--- config.mk ---
export PLATFORM = sky130hd
export DESIGN_NAME = spi_flash_arbiter
export DESIGN_NICKNAME = d
export VERILOG_FILES = /design/src/rtl/spi_flash_arbiter.sv
export SDC_FILE = /design/constraint.sdc
export NUM_CORES = 1
export LEC_CHECK = 0
export CORE_MARGIN = 1.5
export CORE_UTILIZATION = 45
export DETAILED_ROUTE_END_ITERATION = 8
export HOLD_SLACK_MARGIN = 0.15
export PLACE_DENSITY = 0.69
export SLEW_MARGIN = 10
export SYNTH_ARGS = -nofsm -noshare
export SYNTH_HDL_FRONTEND = slang
export SYNTH_SLANG_ARGS = --single-unit
--- constraint.sdc ---
create_clock -name clk -period 5.7 [get_ports clk]
set_input_delay 1.14 -clock clk [delete_from_list [all_inputs] [get_ports clk]]
set_output_delay 1.14 -clock clk [all_outputs]
set_load 0.01 [all_outputs]
--- src/rtl/spi_flash_arbiter.sv ---
// Purpose : shares one SPI flash between a 16-bit instruction-fetch requester and an 8-bit data-read
//           requester. Round-robin grant, then one complete SPI mode-0 read transaction per grant.
// Latency : ready pulses N*2*CLK_DIV+1 cycles after the grant cycle (N = 48/40 bits, 56/48 with FAST_READ_EN).
// Backpressure: req/ready handshake. Requests are held until ready. Requests are ignored while busy.
//
// Ports:
//   clk, rst                 clock, synchronous active-high reset
//   if_req/if_addr           fetch request (held until if_ready), byte address
//   if_ready/if_data         one-cycle completion pulse; 16-bit result, first flash byte in [15:8]
//   dr_req/dr_addr           data-read request (same handshake), byte address
//   dr_ready/dr_data         one-cycle completion pulse; 8-bit result
//   busy                     high whenever the FSM is not idle
//   spi_cs/spi_sclk          chip select (active-low), SPI clock (idle low)
//   spi_io0_o/spi_io0_oe     MOSI and its drive enable (driven during command and address only)
//   spi_io1_i                MISO
// Build option: define FAST_READ_EN for opcode 0x0B with 8 dummy SCLK cycles after the address.
//   When it is undefined, plain READ 0x03 is used.

module spi_flash_arbiter #(
    parameter int ADDR_W      = 16,
    parameter int CLK_DIV     = 2,
    parameter int CS_HIGH_CYC = 4
) (
    input  logic              clk,
    input  logic              rst,
    input  logic              if_req,
    input  logic [ADDR_W-1:0] if_addr,
    output logic              if_ready,
    output logic [15:0]       if_data,
    input  logic              dr_req,
    input  logic [ADDR_W-1:0] dr_addr,
    output logic              dr_ready,
    output logic [7:0]        dr_data,
    output logic              busy,
    output logic              spi_cs,
    output logic              spi_sclk,
    output logic              spi_io0_o,
    output logic              spi_io0_oe,
    input  logic              spi_io1_i
);

`ifdef FAST_READ_EN
    localparam logic [7:0] OPCODE    = 8'h0B;
    localparam bit         HAS_DUMMY = 1'b1;
`else
    localparam logic [7:0] OPCODE    = 8'h03;
    localparam bit         HAS_DUMMY = 1'b0;
`endif

    localparam int CYC_W = $clog2(2 * CLK_DIV);
    localparam int GAP_W = $clog2(CS_HIGH_CYC + 1);

    typedef enum logic [2:0] {
        S_IDLE,
        S_CMD,
        S_ADDR,
        S_DUMMY,
        S_DATA,
        S_GAP
    } state_t;

    state_t            state_q, state_d;
    logic [CYC_W-1:0]  cyc_q, cyc_d;          // position inside the current bit
    logic [4:0]        bit_q, bit_d;          // bit index inside the current phase
    logic [4:0]        last_bit;
    logic [GAP_W-1:0]  gap_q, gap_d;
    logic [31:0]       tx_q, tx_d;            // {opcode, 24-bit address}, MSB on the wire
    logic [15:0]       rx_q, rx_d, rx_shift;
    logic              fetch_q, fetch_d;      // current grant belongs to fetch
    logic              last_if_q, last_if_d;  // most recent grant went to fetch
    logic              grant_if;
    logic              cs_q, cs_d, sclk_q, sclk_d, oe_q, oe_d, busy_q, busy_d;
    logic              if_rdy_q, if_rdy_d, dr_rdy_q, dr_rdy_d;
    logic [15:0]       if_data_q, if_data_d;
    logic [7:0]        dr_data_q, dr_data_d;

    always_comb begin
        state_d   = state_q;
        cyc_d     = cyc_q;
        bit_d     = bit_q;
        gap_d     = gap_q;
        tx_d      = tx_q;
        rx_d      = rx_q;
        fetch_d   = fetch_q;
        last_if_d = last_if_q;
        cs_d      = cs_q;
        sclk_d    = sclk_q;
        oe_d      = oe_q;
        if_rdy_d  = 1'b0;
        dr_rdy_d  = 1'b0;
        if_data_d = if_data_q;
        dr_data_d = dr_data_q;
        grant_if  = 1'b0;
        rx_shift  = rx_q;

        case (state_q)
            S_CMD:   last_bit = 5'd7;
            S_ADDR:  last_bit = 5'd23;
            S_DUMMY: last_bit = 5'd7;
            S_DATA:  last_bit = fetch_q ? 5'd15 : 5'd7;
            default: last_bit = 5'd0;
        endcase

        // MISO is captured in the first cycle of the SCLK high half.
        if (state_q == S_DATA && cyc_q == CYC_W'(CLK_DIV)) begin
            rx_shift = {rx_q[14:0], spi_io1_i};
        end

        case (state_q)
            S_IDLE: begin
                if (if_req || dr_req) begin
                    // On a tie, fetch wins unless it was the previous winner.
                    grant_if  = if_req && (!dr_req || !last_if_q);
                    fetch_d   = grant_if;
                    last_if_d = grant_if;
                    tx_d      = {OPCODE, 24'(grant_if ? if_addr : dr_addr)};
                    cyc_d     = '0;
                    bit_d     = '0;
                    rx_d      = '0;
                    cs_d      = 1'b0;
                    sclk_d    = 1'b0;
                    oe_d      = 1'b1;
                    state_d   = S_CMD;
                end
            end
            S_GAP: begin
                if (gap_q == GAP_W'(CS_HIGH_CYC - 1)) begin
                    state_d = S_IDLE;
                end else begin
                    gap_d = gap_q + 1'b1;
                end
            end
            default: begin
                rx_d = rx_shift;
                if (cyc_q == CYC_W'(2 * CLK_DIV - 1)) begin
                    // Bit boundary: SCLK falls and the next MOSI bit is presented.
                    cyc_d  = '0;
                    sclk_d = 1'b0;
                    tx_d   = {tx_q[30:0], 1'b0};
                    if (bit_q == last_bit) begin
                        bit_d = '0;
                        case (state_q)
                            S_CMD:   state_d = S_ADDR;
                            S_ADDR:  state_d = HAS_DUMMY ? S_DUMMY : S_DATA;
                            S_DUMMY: state_d = S_DATA;
                            default: state_d = S_GAP;
                        endcase
                    end else begin
                        bit_d = bit_q + 5'd1;
                    end
                    oe_d = (state_d == S_CMD) || (state_d == S_ADDR);
                    if (state_d == S_GAP) begin
                        cs_d  = 1'b1;
                        gap_d = '0;
                        if (fetch_q) begin
                            if_rdy_d  = 1'b1;
                            if_data_d = rx_shift;
                        end else begin
                            dr_rdy_d  = 1'b1;
                            dr_data_d = rx_shift[7:0];
                        end
                    end
                end else begin
                    cyc_d  = cyc_q + 1'b1;
                    sclk_d = (cyc_q >= CYC_W'(CLK_DIV - 1));
                end
            end
        endcase

        busy_d = (state_d != S_IDLE);
    end

    always_ff @(posedge clk) begin
        if (rst) begin
            state_q   <= S_IDLE;
            cyc_q     <= '0;
            bit_q     <= '0;
            gap_q     <= '0;
            tx_q      <= '0;
            rx_q      <= '0;
            fetch_q   <= 1'b0;
            last_if_q <= 1'b0;
            cs_q      <= 1'b1;
            sclk_q    <= 1'b0;
            oe_q      <= 1'b0;
            busy_q    <= 1'b0;
            if_rdy_q  <= 1'b0;
            dr_rdy_q  <= 1'b0;
            if_data_q <= '0;
            dr_data_q <= '0;
        end else begin
            state_q   <= state_d;
            cyc_q     <= cyc_d;
            bit_q     <= bit_d;
            gap_q     <= gap_d;
            tx_q      <= tx_d;
            rx_q      <= rx_d;
            fetch_q   <= fetch_d;
            last_if_q <= last_if_d;
            cs_q      <= cs_d;
            sclk_q    <= sclk_d;
            oe_q      <= oe_d;
            busy_q    <= busy_d;
            if_rdy_q  <= if_rdy_d;
            dr_rdy_q  <= dr_rdy_d;
            if_data_q <= if_data_d;
            dr_data_q <= dr_data_d;
        end
    end

    assign if_ready   = if_rdy_q;
    assign if_data    = if_data_q;
    assign dr_ready   = dr_rdy_q;
    assign dr_data    = dr_data_q;
    assign busy       = busy_q;
    assign spi_cs     = cs_q;
    assign spi_sclk   = sclk_q;
    assign spi_io0_oe = oe_q;
    // Gated by the enable so MOSI rests at 0 whenever it is not driven.
    assign spi_io0_o  = oe_q & tx_q[31];

endmodule

# Yosys cells after proc, flatten, opt, wreduce, memory -nomap -nowiden

Index checks and enable logic that the tools add are counted.

$lt $le $gt $ge: 1
Reductions and logical operators: 24
Bitwise logic cells: 7
$add $sub $neg: 3
Multiplexer cells: 39
Eq/ne operators: 14

Operators with widths:

| kind                                                             | number |
|---|---|
| 32-bit 2-to-1 mux                                                | 2 |
| 32-bit one-hot mux with 2 select lines                           | 1 |
| 16-bit 2-to-1 mux                                                | 3 |
| 16-bit one-hot mux with 2 select lines                           | 1 |
| 3-bit 2-to-1 mux                                                 | 9 |
| 3-bit one-hot mux with 2 select lines                            | 3 |
| 4-bit AND reduction                                              | 4 |
| 5-bit 2-to-1 mux                                                 | 3 |
| 5-bit one-hot mux with 3 select lines                            | 1 |
| 3-bit by 2-bit == test with 1-bit output (second input constant) | 4 |
| 5-bit one-hot mux with 2 select lines                            | 1 |
| 3-bit == test (second input constant)                            | 3 |
| 1-bit 2-to-1 mux                                                 | 8 |
| 2-bit nonzero test                                               | 4 |
| 3-bit by 1-bit == test with 1-bit output (second input constant) | 2 |
| 1-bit NOT                                                        | 6 |
| 1-bit one-hot mux with 2 select lines                            | 3 |
| 2-bit OR reduction                                               | 3 |
| 5-bit by 1-bit adder with 5-bit output (second input constant)   | 1 |
| 5-bit == test                                                    | 1 |
| 5-bit OR reduction                                               | 1 |
| 2-bit == test (second input constant)                            | 2 |
| 2-bit 2-to-1 mux                                                 | 2 |
| 4-bit 2-to-1 mux                                                 | 1 |
| other kinds (13)                                                 | 19 |

Output and inout port bits: 31
Register bits: 92
Input port bits: 37

# Longest topological paths before layout

Gate-level depths: netlist of run 1.

Depth in word-level cells: 11
Depth in mapped cells: 9
Gate-level depth less buffers: 7

# Worst setup path before layout of run 1

Ideal clock, no wire load.

Kind: input to register
Start point: input if_req
End point: register tx_q[1]
Data required time: 5.568 ns
Path slack: 3.065 ns
Arrival: 2.502 ns
Path buffers: 1
Stages: 6
Cells stage by stage: a21boi_1 -> clkbuf_1 -> mux2i_1 -> nand2_1 -> o211ai_1 -> a21oi_1

Word-level cells in the longest chain between the ends: 4
Elaborated cells on any way between the ends: 7
Classes of those cells: eq/ne: 1; mux: 3; reduce/logical: 3

Ends and longest elaborated chain:

| item                                   | line | source |
|---|---|---|
| start, declared                        | 26   | `input logic if_req,` |
| 1-bit logical AND                      | 113  | `grant_if = if_req && (!dr_req \|\| !last_if_q);` |
| 16-bit 2-to-1 mux                      | 116  | `tx_d = {OPCODE, 24'(grant_if ? if_addr : dr_addr)};` |
| 32-bit 2-to-1 mux                      | 111  | `if (if_req \|\| dr_req) begin` |
| 32-bit one-hot mux with 2 select lines | 109  | `case (state_q)` |
| end signal, assigned                   | 196  | `tx_q <= tx_d;` |
| end, declared                          | 67   | `logic [31:0] tx_q, tx_d;` |

Parallel ways exist; a longest one is shown, timed or not. The select of a mux whose other input is x is not followed.
A chain may end at the register's enable or synchronous reset.

# Worst setup path in the final report of run 1

Start point: register state_q[2]
End point: register bit_q[2]

Word-level cells in the longest chain between the ends: 7
Elaborated cells on any way between the ends: 16
Classes of those cells: eq/ne: 7; mux: 4; bitwise: 1; reduce/logical: 4

Ends and longest elaborated chain:

| item                                                                                                 | line | source |
|---|---|---|
| start, declared                                                                                      | 62   | `state_t state_q, state_d;` |
| start signal, assigned                                                                               | 192  | `state_q <= state_d;` |
| 3-bit by 2-bit == test with 1-bit output or 3-bit by 1-bit == test with 1-bit output (tied branches) | 96   | `case (state_q)` |
| 2-bit OR reduction (no source line)                                                                  | n/a  |  |
| 5-bit one-hot mux with 3 select lines                                                                | 96   |  |
| 5-bit == test                                                                                        | 140  | `if (bit_q == last_bit) begin` |
| 5-bit 2-to-1 mux                                                                                     | 140  |  |
| 5-bit 2-to-1 mux                                                                                     | 135  | `if (cyc_q == CYC_W'(2 * CLK_DIV - 1)) begin` |
| 5-bit one-hot mux with 2 select lines                                                                | 109  |  |
| end signal, assigned                                                                                 | 194  | `bit_q <= bit_d;` |
| end, declared                                                                                        | 64   | `logic [4:0] bit_q, bit_d;` |

Parallel ways exist; a longest one is shown, timed or not. The select of a mux whose other input is x is not followed.

==> results.md, run 1 <==
* Status: complete, no violations
* Reg2reg start: state_q[2]$_SDFF_PP0_
* Post-Synthesis Cells at 472
* HP Class: register to register
* Clock skew at 0.00982 ns
* Dpl ws at 2.30 ns
* Startpoint Class: register
* Starting Density at 0.467
* Final WS setup at 2.37 ns
* # setup viols final at 0
* IR Drop Worst-Case VDD at 0.000102 V
* Num CTS Buffers at 9
* Initial DRC count at 282
* Fin. Hold Viols at 0
* Clock Latency Late Sink at 0.36 ns
* Slowest CP cell: dfxtp_1
* Post-synth EDFFs at 0
* Fmax at 300 MHz
* CP delay by family, top: compound AO/OA/AOI/OAI gates
* Top cells by area, synth: dfxtp_1 (45%), nand2_1 (6.2%), a21oi_1 (4.5%)
* Post-CTS Resized at 0
* Buffers on Ports at 67
* Reg2Reg Depth at 5
* Drt wl/cell at 14.9 um
* Final worst path period share at 0.584
* Origin of the worst setup path: state_q[2]$_SDFF_PP0_
* Commonest cells in the netlist: dfxtp_1 (91), nand2_1 (67), a21oi_1 (37)
* Critical path depth at 5
* Final Hold Slack at 0.457 ns
* Syn nets at 514
* Critical Path End Type: register
* Clk sinks at 91
* Measured slew at the worst slew-check pin at 1.13 ns
* Cell Chain, Critical Path: nor2_1 -> a21boi_0 -> a221o_1 -> o21ai_0 -> o311ai_0
* Gr usage total at 0.196
* Max Cap Violations at 0
* R2R setup slack at 2.37 ns
* Share of the yosys chip area belonging to registers at 0.446
* Yosys warnings at 0
* GR Overflow Total at 0
* Clock tree from TritonCTS: yes
* DIE HEIGHT at 98.3 um
* DRT Wirelength at 9350 um
* # IOs at 68
* Area after DPL at 4770 um^2
* Primary FF master, synth: dfxtp_1
* Setup TNS at 0 ns
* Top-area cell type share of the netlist area at 0.446
* First-pass GRT wire length at 15700 um
* Worst Path Arrival at 3.56 ns
* Post-CTS Hold Buffers at 0
* Slew headroom at 0.242
* Post-DP HPWL at 6210 um
* Detail Route Antenna Nets at 0
* Post-Synthesis Cell Area at 4090 um^2
* Die area at 9670 um^2
* CORE AREA at 8760 um^2
* DRC at 0
* Setup Fix Bufs, Post-CTS at 0
* Seq cells post-synth at 91
* Die Width at 98.3 um
* Vias in the first global route at 3392
* ANT cells at 0
* Largest net degree at the start of global routing at 72
* CP max stage delay at 0.93 ns
* H-tree levels at 3
* Root buf cell: clkbuf_8
* RSZ-0062 raised after global routing: no
* Initial antenna violation count at 0
* Buffers and inverters on the worst path at 0
* Most numerous cell in the Yosys netlist: dfxtp_1
* First-pass DRT Iterations at 5
* Design area at 4970 um^2
* Final slew viol count at 0
* Reg clk slew, reported paths at 0.09 ns
* Row cnt at 34
* Area Growth Syn to Fin at 21.7%
* Layout net count at 557
* Post-synth top area cell: dfxtp_1
* Crit-path max FO at 29
* Cell area power density at 248 nW/um^2
* Worst endpoint required time at 5.93 ns
* LEAKAGE at 1.80 nW
* Reg2Reg Capture Point: bit_q[2]$_SDFFE_PP0P_
* Via count at 3654
* Synth cell types at 49
* Final min period at 3.33 ns
* Final core occ at 0.568
* Clk buf depth at 2
* Layout cells sized above 1 at 0.0694
* Syn_area_per_cell at 8.66 um^2
* Async S/R FF share, synth at 0
* CP Class: register to register
* Detailed-route vias per instance at 5.83
* Worst setup endpoint: bit_q[2]$_SDFFE_PP0P_
* GP Congestion at 0.810
==> metal layers <==
layer,track usage,vias to the layer above,wire [um]
met4,0.0813,0,154
met1,0.259,1729,4360
li1,-,1821,-
met5,0,-,0
met3,0.0344,15,428
met2,0.317,89,4410
==> worst min-delay path, cell delays in order (launching register included) <==
cell and delay [ns]:
dfxtp_1 0.32, nand2_1 0.05, a21oi_1 0.05
==> placed cells by master, fill, tap and decap left out, types with 2 or more instances in the layout <==
cell type / count
xnor2_1: 2
a222oi_1: 5
xor2_1: 4
nor3_1: 12
a22o_1: 14
nor2b_1: 4
a311oi_1: 9
o21ai_0: 20
a21oi_1: 37
o221a_2: 2
o211ai_1: 11
a31oi_1: 21
and2_1: 2
buf_4: 7
nor2_1: 29
nand3_1: 11
clkdlybuf4s50_1: 66
nor4_1: 10
nand2_1: 67
ha_1: 5
or3_1: 2
o311ai_0: 5
inv_1: 8
dfxtp_1: 91
a2bb2oi_1: 2
mux2i_1: 18
clkinvlp_4: 2
mux2_2: 6
a22oi_1: 9
clkbuf_8: 10
nand2b_1: 4
==> power breakdown <==
part	switching, mW	internal [mW]	leakage, nW
logic	0.0665	0.0593	0.965
clock network	0.234	0.215	0.0950
registers	0.0122	0.650	0.738
==> worst min-delay path by stage <==
stage | from | end | slack (ns) | depth (start not counted)
detailed placement | tx_q[9]$_SDFFE_PP0P_ | tx_q[9]$_SDFFE_PP0P_ | 0.45 | 2
global route | tx_q[8]$_SDFFE_PP0P_ | tx_q[8]$_SDFFE_PP0P_ | 0.48 | 2
global placement | tx_q[10]$_SDFFE_PP0P_ | tx_q[10]$_SDFFE_PP0P_ | 0.44 | 2
CTS | tx_q[9]$_SDFFE_PP0P_ | tx_q[9]$_SDFFE_PP0P_ | 0.46 | 2
finish | tx_q[9]$_SDFFE_PP0P_ | tx_q[9]$_SDFFE_PP0P_ | 0.46 | 2
floorplan | tx_q[10]$_SDFFE_PP0P_ | tx_q[10]$_SDFFE_PP0P_ | 0.43 | 2
==> through the flow <==
stage                     instances  total power [mW]
after global placement          612             0.800
after CTS                       627              1.24
after global routing            627              1.28
final                           627              1.24
after floorplan                 472             0.757
after detailed placement        612             0.803
==> area by class of cell <==
class,instances,area (um^2)
fillers,831,3790
multi-input cells,331,2070
flip-flops and latches,91,1820
repair buffers,74,718
clock buffers,10,138
well taps,108,135
clock inverters,5,62.6
inverters,8,30.0
==> flip-flops by register name, indices dropped and copies added, names as in the netlist, 2 cells and up <==
name,cells
tx_q,32
if_data,16
rx_q,16
dr_data,8
bit_q,5
gap_q,3
state_q,3
cyc_q,2
==> cell families (layout without fill, tap and decap cells) <==
kind of cell               after synthesis  after routing  share of synthesized area
muxes                                   24             24                     0.0606
adders and majority gates                5              5                     0.0153
AOI/OAI and AO/OA                      147            147                      0.247
DFF                                     91             91                      0.446
and+or+nand+nor                        149            149                      0.167
buffers and inverters                   50             97                     0.0520
xor gates and xnor gates                 6              6                     0.0129
Note: power is estimated with default switching activity, not from simulation.
==> inputs of run 2 (changes only) <==
==> constraint.sdc (replaced) <==
create_clock -name clk -period 3.2 [get_ports clk]
set_input_delay 0.64 -clock clk [delete_from_list [all_inputs] [get_ports clk]]
set_output_delay 0.64 -clock clk [all_outputs]
set_load 0.01 [all_outputs]
==> results.md, run 2 (synthesized netlist as in run 1, its figures left out) <==
* Status: complete, no violations
* Reg2reg start: state_q[1]$_SDFF_PP0_
* Final slew viol count at 0
* Worst Path Arrival at 3.01 ns
* Post-DP HPWL at 6590 um
* Die area at 9670 um^2
* Detail Route Antenna Nets at 0
* Setup TNS at 0 ns
* DIE HEIGHT at 98.3 um
* Setup Fix Bufs, Post-CTS at 0
* Detailed-route vias per instance at 5.79
* Drt wl/cell at 14.8 um
* HP Class: register to register
* Measured slew at the worst slew-check pin at 0.796 ns
* Crit-path max FO at 26
* Layout net count at 567
* Buffers on Ports at 67
* Reg clk slew, reported paths at 0.09 ns
* Origin of the worst setup path: state_q[1]$_SDFF_PP0_
* Slowest CP cell: a221o_1
* # setup viols final at 0
* Gr usage total at 0.199
* Final worst path period share at 0.865
* Max Cap Violations at 0
* Vias in the first global route at 3440
* Clk sinks at 91
* Initial antenna violation count at 0
* Starting Density at 0.467
* Num CTS Buffers at 9
* CP delay by family, top: compound AO/OA/AOI/OAI gates
* Reg2Reg Capture Point: bit_q[2]$_SDFFE_PP0P_
* Initial DRC count at 248
* CORE AREA at 8760 um^2
* GR Overflow Total at 0
* LEAKAGE at 1.87 nW
* Reg2Reg Depth at 6
* Clock tree from TritonCTS: yes
* Via count at 3691
* Worst endpoint required time at 3.45 ns
* Startpoint Class: register
* CP Class: register to register
* H-tree levels at 3
* Slew headroom at 0.469
* Post-CTS Hold Buffers at 0
* CP max stage delay at 0.74 ns
* Critical path depth at 6
* Most frequent cells in the layout: dfxtp_1 (91), nand2_1 (67), clkdlybuf4s50_1 (66), a21oi_1 (37), nor2_1 (29)
* DRT Wirelength at 9470 um
* R2R setup slack at 0.43 ns
* Worst setup endpoint: bit_q[2]$_SDFFE_PP0P_
* Clock skew at 0.00929 ns
* Final Hold Slack at 0.457 ns
* Largest net degree at the start of global routing at 54
* Root buf cell: clkbuf_8
* Fin. Hold Viols at 0
* Layout cells sized above 1 at 0.0830
* RSZ-0062 raised after global routing: no
* # IOs at 68
* Total Power at 2.33 mW
* First-pass GRT wire length at 15900 um
* Cell Chain, Critical Path: buf_4 -> nor2_1 -> a21oi_1 -> a221o_1 -> o21ai_0 -> o311ai_0
* Reg with most FFs: tx_q
* Row cnt at 34
* Clock Latency Late Sink at 0.36 ns
* Cell area power density at 458 nW/um^2
* Largest register FFs at 32
* Commonest non-fill, non-tap cell in the layout: dfxtp_1
* Fmax at 361 MHz
* Critical Path End Type: register
* ANT cells at 0
* Final min period at 2.77 ns
* DRC at 0
* Die Width at 98.3 um
* GP Congestion at 0.854
* Clk buf depth at 2
* Area Growth Syn to Fin at 24.3%
* Buffers and inverters on the worst path at 1
* First-pass DRT Iterations at 5
* Post-CTS Resized at 0
* IR Drop Worst-Case VDD at 0.000237 V
run 2: worst reg2reg max path, cell delays in order, from the launching register on:
cell	delay [ns]
dfxtp_1	0.59
buf_4	0.26
nor2_1	0.08
a21oi_1	0.29
a221o_1	0.74
o21ai_0	0.34
o311ai_0	0.36
run 2: how the worst min path moves through the flow:
stage                                        to  slack (ns)  cells after the start                   from
after floorplan           tx_q[10]$_SDFFE_PP0P_        0.43                      2  tx_q[10]$_SDFFE_PP0P_
final                      tx_q[9]$_SDFFE_PP0P_        0.46                      2   tx_q[9]$_SDFFE_PP0P_
after CTS                  tx_q[4]$_SDFFE_PP0P_        0.46                      2   tx_q[4]$_SDFFE_PP0P_
after detailed placement   tx_q[7]$_SDFFE_PP0P_        0.45                      2   tx_q[7]$_SDFFE_PP0P_
after global placement     tx_q[5]$_SDFFE_PP0P_        0.44                      2   tx_q[5]$_SDFFE_PP0P_
after global routing       tx_q[5]$_SDFFE_PP0P_        0.48                      2   tx_q[5]$_SDFFE_PP0P_
run 2: cell type report:
| cell class | count | area [um^2] |
|---|---|---|
| fill | 802 | 3680 |
| multi-input combinational | 331 | 2070 |
| sequential | 91 | 1820 |
| timing repair buffer | 84 | 793 |
| clock buffer | 12 | 135 |
| tap | 108 | 135 |
| clock inverter | 4 | 98.8 |
| inverter | 8 | 30.0 |
run 2: power by group:
group	leakage, nW	internal (mW)	switching, mW	total [mW]
clock	0.115	0.522	0.395	0.917
combinational	1.01	0.112	0.124	0.237
sequential	0.738	1.16	0.0184	1.18
run 2: per-stage QoR:
step                cells  worst slack [ns]   util  instance area, um^2
finish                638             0.433  0.580                 5080
CTS                   638             0.459  0.580                 5080
global route          638            0.0320  0.580                 5080
floorplan             472              1.00      -                 4090
global placement      622             0.579  0.553                 4850
detailed placement    622             0.486  0.553                 4850
run 2: metal layers:
metal | track usage | vias up | wire [um]
li1 | - | 1842 | -
met3 | 0.0429 | 13 | 416
met5 | 0 | - | 0
met2 | 0.325 | 102 | 4430
met1 | 0.262 | 1734 | 4480
met4 | 0.0683 | 0 | 138
